## src/rtl/instr_fetch_buffer.sv

```systemverilog
// Instruction fetch front end: issues one memory request at a time and queues
// returned instructions in a 2-entry FIFO in front of decode.
module instr_fetch_buffer #(
    parameter int DEPTH = 2
) (
    input  logic        clk,
    input  logic        reset,
    input  logic [31:0] pc,
    output logic        pc_advance,
    input  logic        flush,
    output logic        imem_req,
    output logic [31:0] imem_addr,
    input  logic        imem_ack,
    input  logic [31:0] imem_rdata,
    input  logic        stall,
    output logic        if_valid,
    output logic [31:0] if_instr,
    output logic [31:0] if_npc
);

    // state | meaning
    // IDLE  | no request outstanding
    // WAIT  | request outstanding, response will be queued
    // DROP  | request outstanding, response will be discarded (flushed)
    typedef enum logic [1:0] {IDLE, WAIT, DROP} state_t;

    state_t      state, state_nx;
    logic [31:0] req_addr;
    logic [1:0]  count;
    logic        rd_ptr, wr_ptr;
    logic [31:0] buf_instr [2];
    logic [31:0] buf_npc   [2];
    logic        push, pop, full;

    assign full       = (count == 2'(DEPTH));
    assign if_valid   = (count != 2'd0);
    assign pop        = if_valid && !stall && !flush;
    assign imem_req   = (state != IDLE);
    assign imem_addr  = req_addr;
    assign if_instr   = if_valid ? buf_instr[rd_ptr] : 32'h0;
    assign if_npc     = if_valid ? buf_npc[rd_ptr]   : 32'h0;

    always_comb begin
        state_nx   = state;
        pc_advance = 1'b0;
        push       = 1'b0;
        case (state)
            IDLE: begin
                // acks seen here belong to a request killed by reset; ignore them
                if (!full && !flush && !reset) begin
                    pc_advance = 1'b1;
                    state_nx   = WAIT;
                end
            end
            WAIT: begin
                if (imem_ack) begin
                    push     = !flush;
                    state_nx = IDLE;
                end else if (flush) begin
                    state_nx = DROP;
                end
            end
            DROP: begin
                if (imem_ack) state_nx = IDLE;
            end
            default: state_nx = IDLE;
        endcase
    end

    always_ff @(posedge clk) begin
        if (reset) begin
            state    <= IDLE;
            req_addr <= 32'h0;
            count    <= 2'd0;
            rd_ptr   <= 1'b0;
            wr_ptr   <= 1'b0;
        end else begin
            state <= state_nx;
            if (pc_advance) req_addr <= pc;
            if (flush) begin
                count  <= 2'd0;
                rd_ptr <= 1'b0;
                wr_ptr <= 1'b0;
            end else begin
                if (push) wr_ptr <= ~wr_ptr;
                if (pop)  rd_ptr <= ~rd_ptr;
                if (push && !pop)      count <= count + 2'd1;
                else if (pop && !push) count <= count - 2'd1;
            end
        end
    end

    // Storage needs no reset: contents are only visible while count != 0.
    always_ff @(posedge clk) begin
        if (push && !reset) begin
            buf_instr[wr_ptr] <= imem_rdata;
            buf_npc[wr_ptr]   <= req_addr + 32'd1;
        end
    end

endmodule

```

## config.mk

```make
export PLATFORM = sky130hd
export DESIGN_NAME = instr_fetch_buffer
export DESIGN_NICKNAME = d
export VERILOG_FILES = /design/src/rtl/instr_fetch_buffer.sv
export SDC_FILE = /design/constraint.sdc
export NUM_CORES = 1
export LEC_CHECK = 0
export BUFFER_PORTS_ARGS = -buffer_cell sky130_fd_sc_hd__buf_2
export CAP_MARGIN = 40
export CORE_UTILIZATION = 45
export CTS_BUF_LIST = sky130_fd_sc_hd__clkbuf_16
export DETAILED_ROUTE_END_ITERATION = 6
export GPL_ROUTABILITY_DRIVEN = 1
export PLACE_DENSITY = 0.72
export SLEW_MARGIN = 20
export SYNTH_ARGS = -nofsm -noshare
export SYNTH_HDL_FRONTEND = slang
export SYNTH_SLANG_ARGS = --single-unit
```

## constraint.sdc

```tcl
create_clock -name clk -period 4.1 [get_ports clk]
set_clock_uncertainty 0.2 [all_clocks]
set_input_delay 0.41 -clock clk [delete_from_list [all_inputs] [get_ports clk]]
set_output_delay 0.41 -clock clk [all_outputs]
set_load 0.02 [all_outputs]
```

==> summary.md <==
| Metric | Value |
|---|---|
| Layout cells sized above 1 | `0.2870` |
| Clock Latency Late Sink | `420 ps` |
| Share of synthesized flip-flops with an asynchronous set or reset | `0` |
| Part of the Yosys area used for sequential elements | `0.6773` |
| Initial Util | `0.4663` |
| Worst setup path start | `state[0]` |
| Crit end category | `primary output` |
| Number of port buffers | `about 170` |
| Initial antenna violation count | `0` |
| Reg2reg setup slack | `~1800 ps` |
| Sw frac | `0.2023` |
| Drt first pass iters | `6` |
| Worst hold path type | `input pin to flip-flop` |
| Post-synth EDFFs | `about 130` |
| Peak VDD IR | `0.0002732 V` |
| TNS Setup | `0 ps` |
| Fin crit period | `2673 ps` |
| Hold Fails Final Rpt | `0` |
| Fmax | `374.1 MHz` |
| Die area | `between 0.015 and 0.02 sq mm` |
| Crit share post-route | `0.6520` |
| CTS tree | `built` |
| Crit path to | `pc_advance` |
| Antenna diodes | `0` |
| Largest net degree at the start of global routing | `46` |
| Power share of the combinational group | `0.061` |
| Slew Viols, Final | `0` |
| Post-cts gate resize count | `0` |
| Crit Path Category | `flip-flop to primary output` |
| Synth top area share | `0.5629` |
| Global placement routability congestion | `0.8643` |
| Power Dens Cells | `409.6 mW/mm^2` |
| Clock share of power | `0.419` |
| Max-cap viol count | `0` |
| Crit path launch type | `flip-flop` |
| R2r worst-path depth | `4` |
| Clk sinks | `~170` |
| Syn_nets | `606` |
| # hold bufs at CTS | `31` |
| Avg Synthesized Cell Area | `12.76 sq um` |
| Syn Inst Count | `535` |
| Chip width | `125.2 microns` |
| Max_slew headroom | `0.5952` |
| Register clock-pin slew on the reported worst setup and hold paths | `60 ps` |
| Wire per inst | `15.09 microns` |
| Critical R2R Capture | `buf_instr[0][22]` |
| Max clock buf depth | `2` |
| Crit path max fanout | `33` |
| Lkg Pwr | `around 3.3 nW` |
| H-tree levels | `4` |
| Post-CTS Repair Setup Buffers | `0` |
| Reg power frac | `0.520` |
| Antenna Violating Nets Remaining | `0` |
| Primary FF master, synth | `edfxtp_1` |
| Tot Pwr | `3.599 mW` |
| Post-Syn Area | `0.006828 sq mm` |
| Fillers | `1224` |
| Yosys cell types | `33` |
| RR Startpoint | `state[1]` |
| Global-route wire length before repair | `~22000 microns` |
| YS warnings | `0` |
| Vias | `around 4600` |
| P&R area growth vs syn | `28.70%` |
| Residual DRC count | `20` |
| RSZ-0062 raised after global routing | `no` |
| Failing checks | `DRC` |
| Gr usage total | `0.1838` |
| Number of top-level pins | `between 150 and 200` |
| Int Power | `2.871 mW` |
| CP Data Required Time | `about 3500 ps` |
| WL final | `14080 microns` |
| Initial drt markers | `195` |
| Global route total overflow | `0` |
| Least-Margin Pin Slew | `607.1 ps` |
| CTS buffer count | `17` |
| Status | `finished, violations left` |
| Worst EP arrival | `2060 ps` |
| Chip height | `~130 microns` |
| Final #Nets | `807` |
| Core area | `0.01464 sq mm` |
| Vias per inst | `about 5.0` |
| Root buf cell | `clkbuf_16` |
| Synth area leader | `edfxtp_1` |
| Final setup fails | `0` |
| Std-Cell Rows | `44` |
| Half-perimeter wire length after placement | `10080 microns` |
| Register bit count reported by yosys | `167` |
| Vias in the first global route | `4461` |
| Ranking of synthesized cells by area | `edfxtp_1 56%, dfxtp_1 11%, mux2i_1 9.5%` |
| Net Switching | `0.7281 mW` |
## critical path: stages (launching register included)
cell and delay (ps):
dfxtp_1 370, nor4_1 280, nand2_1 80, buf_4 230, inv_2 410, buf_2 260
## area by class of cell
cell class	count	area [sq um]	share of cell area
Multi-Input combinational cell	337	2093	0.2382
Clock buffer	17	425.4	0.04841
Sequential cell	167	4628	0.5267
Inverter	7	26.28	0.002990
Clock inverter	15	145.1	0.01652
Timing Repair Buffer	206	1239	0.1410
Tap cell	184	230.2	0.02620
## cell families after synthesis
kind of cell,synth area share
simple gates,0.1341
flops,0.6773
mux,0.09529
compound gates,0.02785
xor+xnor,0.04233
buf+inv,0.01943
fa+ha+maj,0.003664
## synth_stat cells (2+ instances only)
library cell and instances:
clkbuf_1 10, nor3_1 5, nor3_2 2, buf_1 3
or3_1 3, or2_2 2, mux2i_1 65, xor2_1 9
ha_1 2, nand2_1 73, nand4_1 12, nand3_1 13
and2_1 2, dfxtp_1 39, buf_2 10, edfxtp_1 128
inv_1 6, a21oi_1 35, nor2_1 76, o21ai_0 3
xnor2_1 24, nand4_4 2
## placed cells by master, fill, tap and decap left out, types with 2 or more instances in the layout
cell and count:
bufinv_16 3, buf_2 167, dlygate4sd3_1 31, inv_1 9, nor3_1 5, xnor2_1 24, dfxtp_1 38, or3_1 3
buf_4 6, o21ai_0 3, nand2_1 73, nand4_1 12, xor2_1 9, clkinv_1 5, nor2_1 73, and2_1 2
clkbuf_16 17, nand3_1 13, nor2_4 3, or2_2 2, nand4_4 2, clkinvlp_4 2, mux2i_1 65, edfxtp_1 128
ha_1 2, a21oi_1 35, nor3_2 2
## sequential cells by signal (all words and copies together) (netlist names), named ones only
| name | cells |
|---|---|
| buf_instr | 64 |
| state | 2 |
| imem_addr | 32 |
| rd_ptr | 1 |
| buf_npc | 64 |
| count | 2 |
| wr_ptr | 1 |
## routing by layer
metal | vias up | share of wire | track usage
met5 | - | 0 | 0
met4 | 0 | 0.024 | 0.09182
met3 | 27 | 0.045 | 0.03937
met2 | 143 | 0.50 | 0.3092
met1 | 2174 | 0.43 | 0.2246
li1 | 2304 | - | -
## power by group through the flow
| stage | Combinational [mW] | Clock (mW) | Sequential [mW] |
|---|---|---|---|
| floorplan | 0.0911 | 0 | 1.92 |
| finish | 0.218 | 1.51 | 1.87 |
| global route | 0.237 | 1.60 | 1.88 |
| CTS | 0.218 | 1.54 | 1.87 |
| detailed placement | 0.195 | 0 | 1.91 |
| global placement | 0.188 | 0 | 1.91 |
## through the flow
step	setup slack (ps)	instance area, sq um	cells	hold WS, ps	utilization
2_1_floorplan	-106.0	6828	535	270.1	-
3_3_place_gp	1450	7859	868	289.2	0.5367
3_5_place_dp	1416	7886	869	294.6	0.5385
4_1_cts	1274	8767	932	11.14	0.5987
5_1_grt	1232	8787	933	5.779	0.6001
6_report	1427	8787	933	27.12	0.6001
## worst min-delay path by stage
stage / from / endpoint / slack (ps) / cells after the start
after detailed placement: rd_ptr / rd_ptr / 290 / 2
after global placement: rd_ptr / rd_ptr / 290 / 2
final: imem_ack / state[1] / 30 / 2
after global routing: imem_rdata[16] / buf_instr[1][16] / 6 / 1
after floorplan: wr_ptr / wr_ptr / 270 / 2
after CTS: imem_rdata[16] / buf_instr[1][16] / 10 / 1
Note: power is estimated with default switching activity, not from simulation.
